[src/rtl/if_id_stage.sv]
// IF/ID pipeline register with decode front: field extraction, immediate
// generation, PC-relative target, load-use hazard, flush squashing and HALT.
module if_id_stage #(
    parameter logic [31:0] NOP_INSTR    = 32'h00000013,
    parameter logic [6:0]  HALT_OPCODE  = 7'h7F,
    parameter int unsigned FLUSH_CYCLES = 2
) (
    input  logic        clk,
    input  logic        rst_n,
    input  logic [31:0] if_instr,
    input  logic [31:0] if_pc,
    input  logic [31:0] if_next_pc,
    input  logic        flush,
    input  logic        ex_mem_read,
    input  logic [4:0]  ex_rd,
    output logic [31:0] id_instr,
    output logic [31:0] id_pc,
    output logic [31:0] id_next_pc,
    output logic        id_valid,
    output logic [4:0]  rs1,
    output logic [4:0]  rs2,
    output logic [4:0]  rd,
    output logic [6:0]  opcode,
    output logic [2:0]  funct3,
    output logic [6:0]  funct7,
    output logic [31:0] imm,
    output logic [31:0] rel_target,
    output logic        stall,
    output logic        ex_bubble,
    output logic        halted
);

    localparam int unsigned CW = (FLUSH_CYCLES > 2) ? $clog2(FLUSH_CYCLES) : 1;

    typedef enum logic [1:0] {S_RUN, S_FLUSH, S_HALT} state_t;

    state_t        state_q, state_d;
    logic [CW-1:0] cnt_q, cnt_d;
    logic [31:0]   id_instr_q, id_instr_d;
    logic [31:0]   id_pc_q, id_pc_d;
    logic [31:0]   id_next_pc_q, id_next_pc_d;
    logic          id_valid_q, id_valid_d;
    logic          uses_rs1, uses_rs2, hazard, halt_in_id;

    always_ff @(posedge clk or negedge rst_n) begin
        if (!rst_n) begin
            state_q      <= S_RUN;
            cnt_q        <= '0;
            id_instr_q   <= NOP_INSTR;
            id_pc_q      <= '0;
            id_next_pc_q <= 32'd1;
            id_valid_q   <= 1'b0;
        end else begin
            state_q      <= state_d;
            cnt_q        <= cnt_d;
            id_instr_q   <= id_instr_d;
            id_pc_q      <= id_pc_d;
            id_next_pc_q <= id_next_pc_d;
            id_valid_q   <= id_valid_d;
        end
    end

    assign id_instr   = id_instr_q;
    assign id_pc      = id_pc_q;
    assign id_next_pc = id_next_pc_q;
    assign id_valid   = id_valid_q;
    assign rs1        = id_instr_q[19:15];
    assign rs2        = id_instr_q[24:20];
    assign rd         = id_instr_q[11:7];
    assign opcode     = id_instr_q[6:0];
    assign funct3     = id_instr_q[14:12];
    assign funct7     = id_instr_q[31:25];
    assign halted     = (state_q == S_HALT);
    assign rel_target = id_pc_q + 32'($signed(imm) >>> 2);

    always_comb begin
        imm = '0;
        unique case (opcode)
            7'b0010011, 7'b0000011, 7'b1100111:
                imm = {{20{id_instr_q[31]}}, id_instr_q[31:20]};
            7'b0100011:
                imm = {{20{id_instr_q[31]}}, id_instr_q[31:25], id_instr_q[11:7]};
            7'b1100011:
                imm = {{19{id_instr_q[31]}}, id_instr_q[31], id_instr_q[7],
                       id_instr_q[30:25], id_instr_q[11:8], 1'b0};
            7'b0110111, 7'b0010111:
                imm = {id_instr_q[31:12], 12'b0};
            7'b1101111:
                imm = {{11{id_instr_q[31]}}, id_instr_q[31], id_instr_q[19:12],
                       id_instr_q[20], id_instr_q[30:21], 1'b0};
            default: imm = '0;
        endcase
    end

    always_comb begin
        uses_rs1 = !(opcode == 7'b0110111 || opcode == 7'b0010111 || opcode == 7'b1101111);
        uses_rs2 = (opcode == 7'b0110011 || opcode == 7'b0100011 || opcode == 7'b1100011);
        hazard   = id_valid_q && ex_mem_read && (ex_rd != 5'd0) &&
                   ((uses_rs1 && ex_rd == rs1) || (uses_rs2 && ex_rd == rs2));
        halt_in_id = id_valid_q && (opcode == HALT_OPCODE);
    end

    // Priority: flush > halt > hazard > normal capture; HALT state ignores everything.
    always_comb begin
        state_d      = state_q;
        cnt_d        = cnt_q;
        id_instr_d   = id_instr_q;
        id_pc_d      = id_pc_q;
        id_next_pc_d = id_next_pc_q;
        id_valid_d   = id_valid_q;
        stall        = 1'b0;
        ex_bubble    = 1'b0;
        unique case (state_q)
            S_HALT: begin
                stall = 1'b1;
            end
            S_RUN, S_FLUSH: begin
                if (flush) begin
                    id_instr_d = NOP_INSTR;
                    id_valid_d = 1'b0;
                    cnt_d      = CW'(FLUSH_CYCLES - 1);
                    state_d    = (FLUSH_CYCLES > 1) ? S_FLUSH : S_RUN;
                end else if (state_q == S_FLUSH) begin
                    id_instr_d = NOP_INSTR;
                    id_valid_d = 1'b0;
                    // Counter reaching zero on this edge means the window is spent.
                    cnt_d      = cnt_q - CW'(1);
                    if (cnt_q <= CW'(1)) begin
                        cnt_d   = '0;
                        state_d = S_RUN;
                    end
                end else if (halt_in_id) begin
                    state_d = S_HALT;
                    stall   = 1'b1;
                end else if (hazard) begin
                    stall     = 1'b1;
                    ex_bubble = 1'b1;
                end else begin
                    id_instr_d   = if_instr;
                    id_pc_d      = if_pc;
                    id_next_pc_d = if_next_pc;
                    id_valid_d   = 1'b1;
                end
            end
            default: state_d = S_RUN;
        endcase
    end

endmodule

[config.mk]
export PLATFORM = sky130hd
export DESIGN_NAME = if_id_stage
export DESIGN_NICKNAME = d
export VERILOG_FILES = /design/src/rtl/if_id_stage.sv
export SDC_FILE = /design/constraint.sdc
export NUM_CORES = 1
export LEC_CHECK = 0
export CORE_UTILIZATION = 42
export DETAILED_ROUTE_END_ITERATION = 10
export MAX_ROUTING_LAYER = met4
export PLACE_DENSITY = 0.82
export SLEW_MARGIN = 10
export SYNTH_ARGS = -nofsm -noshare
export SYNTH_HDL_FRONTEND = slang
export SYNTH_SLANG_ARGS = --single-unit
[constraint.sdc]
create_clock -name clk -period 5.21 [get_ports clk]
set_input_delay 0.521 -clock clk [delete_from_list [all_inputs] [get_ports clk]]
set_output_delay 0.521 -clock clk [all_outputs]
set_load 0.02 [all_outputs]
After elaboration in Yosys (flattened, before gate mapping)

Index checks and enable logic that the tools add are counted.

Add/sub/neg operators: 2
$lt $le $gt $ge: 1
Equal/unequal tests: 18
Mux-type cells: 26
Bitwise operators: 5
Reductions and logical operators: 22

Operator list:

| cell               | count |
|---|---|
| $pmux 32 s5        | 1 |
| $mux 32            | 4 |
| $add 32x32->32     | 1 |
| $eq 7x7->1 const B | 4 |
| $eq 7x6->1 const B | 3 |
| $mux 1             | 15 |
| $eq 7x5->1 const B | 2 |
| $eq 5x5->1         | 2 |
| $mux 2             | 4 |
| $ne 4x4->1 const B | 2 |
| $eq 7x2->1 const B | 1 |
| $logic_and 1x1->1  | 6 |
| $ne 3x2->1 const B | 2 |
| $reduce_and 3->1   | 2 |
| $logic_or 1x1->1   | 5 |
| $not 1->1          | 5 |
| $reduce_and 5->1   | 1 |
| $reduce_bool 5->1  | 1 |
| $pmux 2 s2         | 1 |
| $reduce_or 2->1    | 2 |
| $reduce_or 3->1    | 1 |
| $eq 2x1->1 const B | 1 |
| $eq 2x2->1 const B | 1 |
| $logic_not 2->1    | 1 |
| 6 further kinds    | 6 |

Register bits after elaboration: 100
Input bits: 105
Output and inout port bits: 196
Logic and storage cells: 80

Logic depth before layout (Yosys ltp)

Depth after elaboration: 12
Gate-level depth with buffers: 17
Mapped depth without buffers: 14

Worst setup path before layout

OpenSTA, ideal clock, no wires.

Kind: register to output
Start point: register id_instr_q[5], in the netlist id_instr[5]
End point: output port rel_target[31]
Data arrival time: 4.056 ns
Required time: 4.689 ns
Slack: 0.633 ns
Cell stages (with the launch flop): 16
Path buffers: 2
Path through: dfrtp_1 > clkbuf_1 > nand3_1 > nor4_1 > nor2b_1 > nor2_1 > o21ai_1 > ha_1 > clkbuf_1 > nand4_1 > a21oi_1 > o21ai_1 > a2111oi_0 > a41o_1 > a41oi_1 > xnor2_1

Word-level cells in the longest chain between the ends: 4
Elaborated cells between the ends (all ways): 12
Classes of those cells: 1 x add/sub; 8 x eq/ne; 1 x mux; 2 x reduce/logical

Ends and longest elaborated chain:

| element                                                   | line | text |
|---|---|---|
| start: declaration                                        | 39   | `logic [31:0] id_instr_q, id_instr_d;` |
| start signal: assignment                                  | 56   | `id_instr_q <= id_instr_d;` |
| $eq 7x5->1 (tied with other cells)                        | 78   | `unique case (opcode)` |
| $reduce_or 3->1 / $reduce_or 2->1 (equally long branches) | 78   |  |
| $pmux 32 s5 *                                             | 78   |  |
| net imm[11]                                               | 26   | `output logic [31:0] imm,` |
| $add 32x32->32 *                                          | 74   | `assign rel_target = id_pc_q + 32'($signed(imm) >>> 2);` |
| end: declaration                                          | 27   | `output logic [31:0] rel_target,` |

The timed path passes the listed nets; every way through them passes the cells marked *.

Worst setup path after layout

Start point: register id_instr_q[1], in the netlist id_instr[1]
End point: output port rel_target[20]

Word-level cells in the longest chain between the ends: 4
Elaborated cells between the ends (all ways): 12
Classes of those cells: 1 x add/sub; 8 x eq/ne; 1 x mux; 2 x reduce/logical

Ends and longest elaborated chain:

| element                                                   | line |
|---|---|
| $eq 7x5->1 (tied with other cells)                        | 78 |
| $reduce_or 3->1 / $reduce_or 2->1 (equally long branches) | 78 |
| $pmux 32 s5 *                                             | 78 |
| $add 32x32->32 *                                          | 74 |

Every way passes the cells marked *; elsewhere a longest branch is shown, timed or not.

==> results.sh <==
export IMPL_status="complete, no violations"
export IMPL_synth_area_leader_cell="dfrtp_1"
export IMPL_initial_core_util=0.430
export IMPL_detail_route_antenna_nets=0
export IMPL_grtUsageTotal=0.307
export IMPL_remaining_drc_errors=0
export IMPL_tritoncts_clock_tree="done"
export IMPL_crit_chain="nand2_1 -> or4_1 -> a21oi_1 -> buf_4 -> and2_1 -> ha_1 -> a21oi_1 -> nor2_1 -> a211o_1 -> a21oi_2 -> and2_1 -> o21ai_1 -> xor2_1 -> clkdlybuf4s50_1"
export IMPL_crit_path_end_kind="primary output"
export IMPL_dp_hpwl_mm=17.6
export IMPL_worst_ep_required_time_ns=4.69
export IMPL_arrival_time_worst_endpoint_ns=4.53
export IMPL_regArea_um2=2480
export IMPL_p_int_mw=1.71
export IMPL_combinationalPowerShare=0.375
export IMPL_routed_wirelength_mm=22.9
export IMPL_die_width_um=124
export IMPL_finalSetupTns_ns=0
export IMPL_seq_power_share=0.353
export IMPL_ys_seq_elements=99
export IMPL_timing_critical_path_from_type="flop"
export IMPL_compound_gate_fraction_of_synth_area=0.188
export IMPL_grt_first_pass_wirelength_mm=33.8
export IMPL_rows=44
export IMPL_skew_pair_late_insertion_delay_ns=0.36
export IMPL_number_of_nets_produced_by_synthesis=874
export IMPL_power_switching_fraction=0.352
export IMPL_fin_skew_ns=0.0121
export IMPL_layout_commonest_cell="clkdlybuf4s50_1"
export IMPL_design_final_nets=1134
export IMPL_gp_congestion=0.963
export IMPL_drt_iter0_markers=398
export IMPL_largest_net_degree_at_the_start_of_global_routing=59
export IMPL_worst_slew_pin_slew_ns=1.08
export IMPL_utilization=0.658
export IMPL_fill_cells=1206
export IMPL_slew_violations=0
export IMPL_avgRoutedWirePerCell_um=19.2
export IMPL_number_of_enable_type_register_cells_in_the_synthesized_netlist=0
export IMPL_ios=301
export IMPL_clk_path_buf_depth=2
export IMPL_synth_seq_area_share=0.397
export IMPL_slew_limit_headroom=0.279
export IMPL_drt_first_pass_iters=5
export IMPL_muxShareOfSynthArea=0
export IMPL_achievable_frequency_mhz=198
export IMPL_cts_sink_count=99
export IMPL_number_of_global_route_vias_before_repair=6249
export IMPL_die_area_um2=15400
export IMPL_area_delta_synth_final_pct=53.1
export IMPL_placeableCoreArea_um2=14500
export IMPL_numCtsBuffers=9
export IMPL_post_synth_instance_area_um2=6250
export IMPL_holdCritPathClass="in2async"
export IMPL_syn_instance_count=737
export IMPL_finalCriticalPeriod_ns=5.05
export IMPL_share_of_synthesized_cell_area_in_full_adder_half_adder_and_majority_cells=0.0653
export IMPL_cts_root_buf="clkbuf_16"
export IMPL_slowest_delay_ns=0.63
export IMPL_synth_area_top_cells="dfrtp_1 (38%), nand2_1 (13%), ha_1 (6.2%)"
export IMPL_yosys_most_used_dff="dfrtp_1"
export IMPL_portBuffers=300
export IMPL_cts_htree_levels=3
export IMPL_final_cell_mix="clkdlybuf4s50_1 (292), nand2_1 (219), dfrtp_1 (94)"
export IMPL_vias=6408
export IMPL_synth_async_sr_flop_share=1.00
export IMPL_cts_reportedPaths_clkPinSlew_ns=0.07
export IMPL_synth_xor_area_frac=0.0561
export IMPL_report_final_setup_viol=0
export IMPL_finalHoldViolCount=0
export IMPL_yosys_warnings=0
export IMPL_multi_input_combinational_cell_area_um2=3310
export IMPL_leakage_nw=4.56
export IMPL_max_cap_viol_count=0
export IMPL_synth_simple_gate_area_share=0.212
export IMPL_timing_setup_critical_path_class="reg2out"
export IMPL_antenna_found_initial=3
export IMPL_synth_avg_cell_area_um2=8.48
export IMPL_vdd_ir_drop_worst_v=0.000161
export IMPL_rsz0062_at_grt="yes"
export IMPL_gr_total_overflow=0
export IMPL_synth_top_area_frac=0.380
export IMPL_die_h_um=124
export IMPL_crit_slowest_cell="clkdlybuf4s50_1"
export IMPL_vias_per_cell=5.39
export IMPL_power_clock_fraction=0.273
export IMPL_ys_types=56
export IMPL_power_switching_uw=929
export IMPL_period_share=0.969
export IMPL_pwr_density_cell_nw_per_um2=276
export IMPL_largest_family_of_logic_cells_by_synthesized_area="simple AND/OR/NAND/NOR gates"
export IMPL_timing_critical_path_fanout_max=7
export IMPL_post_route_cells_drive_above_1_share=0.0559
-- through the flow --
stage | total power, mW | hold WS (ns) | setup WS, ns | area (µm²) | std cells
CTS | 2.65 | 0.173 | 0.00617 | 9520 | 1186
floorplan | 1.43 | 0.225 | 0.633 | 6250 | 737
detailed placement | 1.93 | 0.462 | 0.362 | 9190 | 1169
global placement | 1.92 | 0.446 | 0.377 | 9190 | 1169
finish | 2.64 | 0.149 | 0.160 | 9570 | 1188
global route | 2.76 | 0.178 | -0.0361 | 9570 | 1188
-- worst max-delay path: cells and delay by family (launching register included) --
kind	cells	cell delay, ns
XOR/XNOR	1	0.15
flip-flops	1	0.61
AND/OR/NAND/NOR	5	1.16
buffers and inverters	2	0.80
AO/OA/AOI/OAI	5	1.15
adder cells (fa/ha/maj)	1	0.28
-- repair_timing --
action	in CTS	in global routing
gates cloned	0	0
buffers inserted	1	0
pin swaps	1	0
hold buffers	0	0
gates resized for setup	2	16
setup endpoints to repair	3	14
-- power groups by stage --
stage	Clock [mW]	Sequential, mW	Combinational [mW]
after floorplan	0	1.02	0.407
after global placement	0	0.941	0.979
after detailed placement	0	0.942	0.986
after CTS	0.729	0.930	0.991
after global routing	0.762	0.939	1.06
final	0.719	0.930	0.988
-- registers in the layout (all words and copies together), names as in the netlist --
register    count
id_next_pc     32
id_pc          32
state_q         2
id_instr       32
id_valid        1
-- area by class of cell --
cell class              instances  area share
multi-input cells             550       0.346
repair buffers                320       0.331
flip-flops and latches         99       0.260
clock buffers                  11      0.0254
inverters                      17     0.00667
well taps                     184      0.0241
diodes                          2    0.000523
clock inverters                 5     0.00706
-- layer usage --
metal,up-vias,GRT usage,share of wire
met4,0,0.135,0.030
met3,38,0.0636,0.078
li1,3027,-,-
met2,292,0.501,0.48
met5,-,-,0
met1,3051,0.367,0.41
-- cell usage after synthesis (all sizes together), types with 3 or more instances --
master   instances
clkbuf          23
a21boi           3
o21bai           5
nand2          219
o22a             3
nor2            25
and3             3
nor3             7
o2111ai          3
buf             48
nor2b            7
nand3           13
xor2            15
a31oi            3
or3              3
nand2b           3
o211ai           5
xnor2           25
nand4b           3
nor4             4
nand4            8
a21oi           37
dfrtp           95
a211oi           8
inv             17
ha              31
a22o            33
o21ai           26
a21o            25
dfstp            4
o21a             3
and2             8
-- cell families after synthesis --
logic type | count (synthesis)
xor+xnor | 40
compound gates | 168
flops | 99
buf+inv | 88
fa+ha+maj | 32
simple gates | 310
-- worst paths after layout --
| kind | slack [ns] | endpoint | cells after the start | startpoint |
|---|---|---|---|---|
| worst max-delay path | 0.16 | rel_target[20] | 14 | id_instr[1] |
| worst min-delay path | 0.15 | id_next_pc[22] | 1 | rst_n |
| worst max register to register | 1.94 | id_next_pc[4] | 8 | id_instr[4] |
| worst min register to register | 0.47 | id_next_pc[0] | 2 | id_next_pc[0] |
| max in group asynchronous | 3.85 | id_pc[14] | 2 | rst_n |
| min in group clk | 0.47 | id_next_pc[0] | 2 | id_next_pc[0] |
(Power assumes the default switching activity.)
